`config.mk`:
```
export PLATFORM = sky130hd
export DESIGN_NAME = load_align_unit
export DESIGN_NICKNAME = d
export VERILOG_FILES = /design/src/rtl/load_align_unit_pkg.sv /design/src/rtl/load_align_unit_extract.sv /design/src/rtl/load_align_unit.sv
export SDC_FILE = /design/constraint.sdc
export NUM_CORES = 1
export LEC_CHECK = 0
export ABC_AREA = 1
export CORE_ASPECT_RATIO = 0.75
export CORE_MARGIN = 3
export CORE_UTILIZATION = 52
export DETAILED_ROUTE_END_ITERATION = 8
export MAX_ROUTING_LAYER = met4
export PLACE_DENSITY_LB_ADDON = 0.1
export SYNTH_ARGS = -nofsm -noshare
export SYNTH_HDL_FRONTEND = slang
export SYNTH_SLANG_ARGS = --single-unit
```
`constraint.sdc`:
```
create_clock -name clk -period 2.4 [get_ports clk]
set_clock_uncertainty 0.1 [all_clocks]
set_input_delay 0.48 -clock clk [delete_from_list [all_inputs] [get_ports clk]]
set_output_delay 0.48 -clock clk [all_outputs]
set_load 0.05 [all_outputs]
```
`src/rtl/load_align_unit_pkg.sv`:
```
// Shared opcodes, FSM state type and byte-swap helper for the load alignment unit.
package load_align_unit_pkg;

  localparam int unsigned WORD_W   = 32;
  localparam int unsigned OPCODE_W = 6;

  localparam logic [OPCODE_W-1:0] OPCODE_LB  = 6'h20;
  localparam logic [OPCODE_W-1:0] OPCODE_LH  = 6'h21;
  localparam logic [OPCODE_W-1:0] OPCODE_LWL = 6'h22;
  localparam logic [OPCODE_W-1:0] OPCODE_LW  = 6'h23;
  localparam logic [OPCODE_W-1:0] OPCODE_LBU = 6'h24;
  localparam logic [OPCODE_W-1:0] OPCODE_LHU = 6'h25;
  localparam logic [OPCODE_W-1:0] OPCODE_LWR = 6'h26;

  typedef enum logic [1:0] {
    LA_IDLE     = 2'd0,
    LA_WAIT_MEM = 2'd1,
    LA_HOLD     = 2'd2
  } load_align_state_t;

  function automatic logic [WORD_W-1:0] byte_swap32(input logic [WORD_W-1:0] w);
    return {w[7:0], w[15:8], w[23:16], w[31:24]};
  endfunction

endpackage

```
`src/rtl/load_align_unit_extract.sv`:
```
// Combinational lane select / extend / merge for MIPS loads, plus legality check.
module load_extract
  import load_align_unit_pkg::*;
(
  input  logic [WORD_W-1:0]   word_i,
  input  logic [WORD_W-1:0]   rt_i,
  input  logic [OPCODE_W-1:0] opcode_i,
  input  logic [1:0]          lsb_i,
  output logic [WORD_W-1:0]   data_c,
  output logic                misaligned_c
);

  logic [7:0]  byte_c;
  logic [15:0] half_c;
  logic [4:0]  shl_c;
  logic [4:0]  shr_c;

  // LWL shifts by 8*(3-k) == 8*~k for a 2-bit k; LWR shifts by 8*k.
  always_comb begin
    shl_c  = {~lsb_i, 3'b000};
    shr_c  = {lsb_i, 3'b000};
    byte_c = 8'(word_i >> shr_c);
    half_c = lsb_i[1] ? word_i[31:16] : word_i[15:0];
  end

  always_comb begin
    data_c       = rt_i;
    misaligned_c = 1'b0;
    case (opcode_i)
      OPCODE_LB:  data_c = {{24{byte_c[7]}}, byte_c};
      OPCODE_LBU: data_c = {24'h000000, byte_c};
      OPCODE_LH: begin
        data_c       = {{16{half_c[15]}}, half_c};
        misaligned_c = lsb_i[0];
      end
      OPCODE_LHU: begin
        data_c       = {16'h0000, half_c};
        misaligned_c = lsb_i[0];
      end
      OPCODE_LW: begin
        data_c       = word_i;
        misaligned_c = (lsb_i != 2'b00);
      end
      OPCODE_LWL: data_c = (word_i << shl_c) | (rt_i & ~(32'hFFFF_FFFF << shl_c));
      OPCODE_LWR: data_c = (word_i >> shr_c) | (rt_i & ~(32'hFFFF_FFFF >> shr_c));
      default:    misaligned_c = 1'b1;
    endcase
  end

endmodule

```
`src/rtl/load_align_unit.sv`:
```
// Load formatter: accepts one load, waits on memory, formats the word and holds it for writeback.
module load_align_unit
  import load_align_unit_pkg::*;
#(
  parameter bit          BYTE_SWAP = 1'b0,
  parameter int unsigned DEST_W    = 5
) (
  input  logic                clk,
  input  logic                reset_n,
  input  logic                issue_valid,
  output logic                issue_ready,
  input  logic [OPCODE_W-1:0] issue_opcode,
  input  logic [1:0]          issue_addr_lsb,
  input  logic [WORD_W-1:0]   issue_rt_val,
  input  logic [DEST_W-1:0]   issue_dest,
  output logic                mem_read,
  input  logic                mem_waitrequest,
  input  logic [WORD_W-1:0]   mem_readdata,
  output logic                wb_valid,
  input  logic                wb_ready,
  output logic [WORD_W-1:0]   wb_data,
  output logic [DEST_W-1:0]   wb_dest,
  output logic                wb_err
);

  load_align_state_t   state_q, state_d;
  logic [OPCODE_W-1:0] op_q, op_d;
  logic [1:0]          lsb_q, lsb_d;
  logic [WORD_W-1:0]   rt_q, rt_d;
  logic [WORD_W-1:0]   wb_data_q, wb_data_d;
  logic [DEST_W-1:0]   wb_dest_q, wb_dest_d;
  logic                wb_err_q, wb_err_d;
  logic                issue_ready_q, issue_ready_d;
  logic                mem_read_q, mem_read_d;
  logic                wb_valid_q, wb_valid_d;

  logic [WORD_W-1:0]   word_c;
  logic [OPCODE_W-1:0] ext_op_c;
  logic [1:0]          ext_lsb_c;
  logic [WORD_W-1:0]   ext_data_c;
  logic                ext_mis_c;

  // The single extractor sees the live request in IDLE and the captured one afterwards.
  always_comb begin
    word_c    = BYTE_SWAP ? byte_swap32(mem_readdata) : mem_readdata;
    ext_op_c  = (state_q == LA_IDLE) ? issue_opcode   : op_q;
    ext_lsb_c = (state_q == LA_IDLE) ? issue_addr_lsb : lsb_q;
  end

  load_extract u_extract (
    .word_i       (word_c),
    .rt_i         (rt_q),
    .opcode_i     (ext_op_c),
    .lsb_i        (ext_lsb_c),
    .data_c       (ext_data_c),
    .misaligned_c (ext_mis_c)
  );

  always_comb begin
    state_d   = state_q;
    op_d      = op_q;
    lsb_d     = lsb_q;
    rt_d      = rt_q;
    wb_data_d = wb_data_q;
    wb_dest_d = wb_dest_q;
    wb_err_d  = wb_err_q;
    case (state_q)
      LA_IDLE: begin
        if (issue_valid && issue_ready_q) begin
          op_d      = issue_opcode;
          lsb_d     = issue_addr_lsb;
          rt_d      = issue_rt_val;
          wb_dest_d = issue_dest;
          if (ext_mis_c) begin
            // Bad accesses skip memory and return rt unchanged with the error flag.
            wb_err_d  = 1'b1;
            wb_data_d = issue_rt_val;
            state_d   = LA_HOLD;
          end else begin
            state_d = LA_WAIT_MEM;
          end
        end
      end
      LA_WAIT_MEM: begin
        if (!mem_waitrequest) begin
          wb_data_d = ext_data_c;
          wb_err_d  = 1'b0;
          state_d   = LA_HOLD;
        end
      end
      LA_HOLD: begin
        if (wb_ready) state_d = LA_IDLE;
      end
      default: state_d = LA_IDLE;
    endcase
    issue_ready_d = (state_d == LA_IDLE);
    mem_read_d    = (state_d == LA_WAIT_MEM);
    wb_valid_d    = (state_d == LA_HOLD);
  end

  always_ff @(posedge clk) begin
    if (!reset_n) begin
      state_q       <= LA_IDLE;
      op_q          <= '0;
      lsb_q         <= '0;
      rt_q          <= '0;
      wb_data_q     <= '0;
      wb_dest_q     <= '0;
      wb_err_q      <= 1'b0;
      issue_ready_q <= 1'b0;
      mem_read_q    <= 1'b0;
      wb_valid_q    <= 1'b0;
    end else begin
      state_q       <= state_d;
      op_q          <= op_d;
      lsb_q         <= lsb_d;
      rt_q          <= rt_d;
      wb_data_q     <= wb_data_d;
      wb_dest_q     <= wb_dest_d;
      wb_err_q      <= wb_err_d;
      issue_ready_q <= issue_ready_d;
      mem_read_q    <= mem_read_d;
      wb_valid_q    <= wb_valid_d;
    end
  end

  assign issue_ready = issue_ready_q;
  assign mem_read    = mem_read_q;
  assign wb_valid    = wb_valid_q;
  assign wb_data     = wb_data_q;
  assign wb_dest     = wb_dest_q;
  assign wb_err      = wb_err_q;

endmodule

```
==> metrics.md <==
| Metric | Value |
|---|---|
| Count of cell types in the netlist | `30` |
| CTS tree | `yes` |
| Nets | `~1,300` |
| CTS H-tree lvls | `3` |
| Main synth FF type | `dfxtp_1` |
| R2r startpoint | `state_q[1]` |
| Final wirelength | `around 22,000 um` |
| Share of async-settable or async-resettable flops after synthesis | `0%` |
| Buffer type at the clock tree root | `clkbuf_16` |
| Synth Register Bits | `83` |
| Skew-Pair Late Insertion Delay | `approximately 0.34 ns` |
| Crit path time final | `about 2.3 ns` |
| Fin crit share | `a little over nine tenths` |
| FF-to-FF path depth | `14` |
| Post-synthesis sequential area ratio | `between 20% and 30%` |
| Syn_nets | `between 1,000 and 1,500` |
| Die Y-Extent | `just under 100 um` |
| Full die area | `0.0127 mm^2` |
| Fmax | `between 400 and 500 MHz` |
| Drt drc | `0` |
| # IOs | `between 100 and 150` |
| Number of enable flip-flop cells after synthesis | `0` |
| Worst Hold Endpoint | `op_q[3]` |
| Synth Instances | `1,047` |
| Power Dens Cells | `around 550 mW/mm^2` |
| Clock slew at reported path FFs | `about 0.060 ns` |
| Hold depth | `2` |
| Core ar. | `~0.011 mm^2` |
| Row count | `33` |
| Main area contributors after synthesis | `dfxtp_1, nand2_1, nor2_1` |
| Worst Path Max Fanout | `12` |
| Largest area contributor in the netlist | `dfxtp_1` |
| Pin count of the biggest net entering global routing | `42` |
| Non-filler instance count after layout | `about 1,300` |
| Longest Clk Path Bufs | `2` |
| Fillers | `approximately 970` |
| Via Count | `about 7,400` |
| PortBufs | `122` |
| Global route overflow | `0` |
| Initial antenna violation count | `0` |
| Vias in the first global route | `around 6,800` |
| Startpoint types | `register` |
| Setup violators final | `0` |
| Placed insts | `approximately 1,300` |
| Max-slew violations | `0` |
| Count of final hold-check violations | `0` |
| Total GRT Usage | `a little over a third` |
| Leakage | `approximately 3.7 nW` |
| Area Overhead vs Synth | `37.9%` |
| HPWL after DPL | `between 15,000 and 20,000 um` |
| Crit path DAT | `2.40 ns` |
| WL per Instance | `~16 um` |
| DRT Pass-1 Iters | `7` |
| TNS Setup | `0 ns` |
| Status | `completed` |
| DR vias/cell | `roughly 5.5` |
| Worst VDD drop | `approximately 0.33 mV` |
| Hold Path Class | `reg -> reg` |
| Post-Syn Area | `roughly 0.0059 mm^2` |
| Initial Utilization | `a little over half` |
| Global-route wire length before repair | `between 30,000 and 40,000 um` |
| Setup CP Type | `reg -> reg` |
| Clk sink count | `83` |
| Share of the synthesized area in the top cell type | `about 28%` |
| Post-DRT Antenna Nets | `0` |
| Drt first-iter violations | `roughly 790` |
| HP Start | `op_q[3]` |
| # Max-Cap Violations | `0` |
| Crit path capture type | `register` |
| Yosys warns | `0` |
| CTS Buf Count | `9` |
| Layout cell share with drive strength beyond 1 | `11.5%` |
| GP Congestion | `1.00` |
| Mapped Avg Cell Area | `5.66 um^2` |
| Die X | `about 130 um` |
| Worst slew margin | `between 60 and 70%` |
| Flop2flop setup slack | `0.13 ns` |
| Worst-margin pin slew | `~0.53 ns` |
| Worst endpoint required time | `between 2 and 3 ns` |
| Reg2reg end | `wb_data[14]` |
| Worst hold slack | `0.354 ns` |
| Ant diodes | `0` |
==> per-stage QoR <==
stage	cell area [um^2]	power (mW)	utilization (%)	worst slack, ns
after floorplan	5930	2.42	-	0.459
after global placement	7820	3.03	70.9	-0.150
after detailed placement	7820	3.05	70.9	-0.179
after CTS	8120	4.47	73.7	0.0319
after global routing	8170	4.70	74.1	-0.0102
final	8170	4.49	74.1	0.135
==> power by group <==
group,internal [mW],switching (mW),total [mW]
registers,1.48,0.0699,1.55
clock network,0.833,0.597,1.43
logic,0.603,0.909,1.51
total,2.92,1.58,4.49
==> routing by layer <==
metal | global-route usage, % | vias up | share of wire (%)
met2 | 51.8 | 361 | 44
met5 | - | - | 0
met4 | 9.85 | 0 | 1.9
met1 | 48.5 | 3406 | 45
li1 | - | 3643 | -
met3 | 6.61 | 36 | 9.5
==> layout by cell type (no fill, tap or decap), types with 3 or more instances in the layout <==
master,count
buf_12,16
clkdlybuf4s50_1,122
inv_2,4
nand2_2,13
nor2_1,190
o21ai_0,80
nand2_1,329
clkbuf_16,9
nor2_4,4
buf_4,64
a21oi_1,45
inv_1,80
nand2_4,6
o21ai_1,6
dfxtp_1,81
nand3_1,109
clkinvlp_4,3
nand4_1,10
o211ai_1,13
nor2_2,3
==> area by class of cell <==
class	count	area, um^2	area share [%]
multi-input combinational	821	3670	44.9
timing repair buffer	202	2020	24.7
sequential	83	1670	20.4
inverter	88	335	4.10
clock buffer	10	239	2.92
tap	140	175	2.14
clock inverter	5	61.3	0.750
==> what timing repair did <==
item / 4_1_cts / 5_1_grt
resized for setup: 0 / 11
endpoints found under the setup margin: 0 / 32
hold buffers: 0 / 0
buffers inserted: 0 / 1
==> cells by family after synthesis <==
logic type / synth area share [%]
AOI/OAI and AO/OA: 13.0
buffers and inverters: 10.8
DFF: 28.0
and+or+nand+nor: 48.2
==> sequential cells by signal, summed over array words and instances (netlist names) <==
signal and count:
issue_ready 1, lsb_q 2, mem_read 1, op_q 6, rt_q 32, state_q 2, wb_data 32, wb_dest 5
wb_err 1, wb_valid 1
==> worst max-delay path by stage <==
stage	from	endpoint	slack [ns]	depth (start not counted)
finish	state_q[1]	wb_data[14]	0.13	14
global route	state_q[1]	wb_data[14]	-0.01	14
global placement	issue_addr_lsb[1]	wb_data[3]	-0.15	14
floorplan	state_q[0]	wb_data[10]	0.46	14
CTS	state_q[0]	wb_data[14]	0.03	15
detailed placement	issue_opcode[4]	wb_data[15]	-0.18	14
==> worst max-delay path, cell delays in order, from the launching register on <==
cell     delay (ns)
dfxtp_4        0.38
nor2_4         0.21
buf_4          0.15
nand2_1        0.05
nand2_2        0.12
nand2_4        0.10
nor2_8         0.20
nand2_2        0.12
nand4_4        0.14
nand2_2        0.09
buf_4          0.19
nand2_1        0.07
nand2_1        0.05
nor2_1         0.11
nor2_1         0.05
==> synthesized netlist by cell type (7+ instances only) <==
cell type / number
nand2_1: 331
nor2_1: 191
nand3_1: 110
dfxtp_1: 83
inv_1: 80
o21ai_0: 80
a21oi_1: 46
buf_2: 23
clkbuf_1: 21
nand2_2: 13
o211ai_1: 13
nand4_1: 10
buf_4: 7
Power figures use the tool's default switching activity.
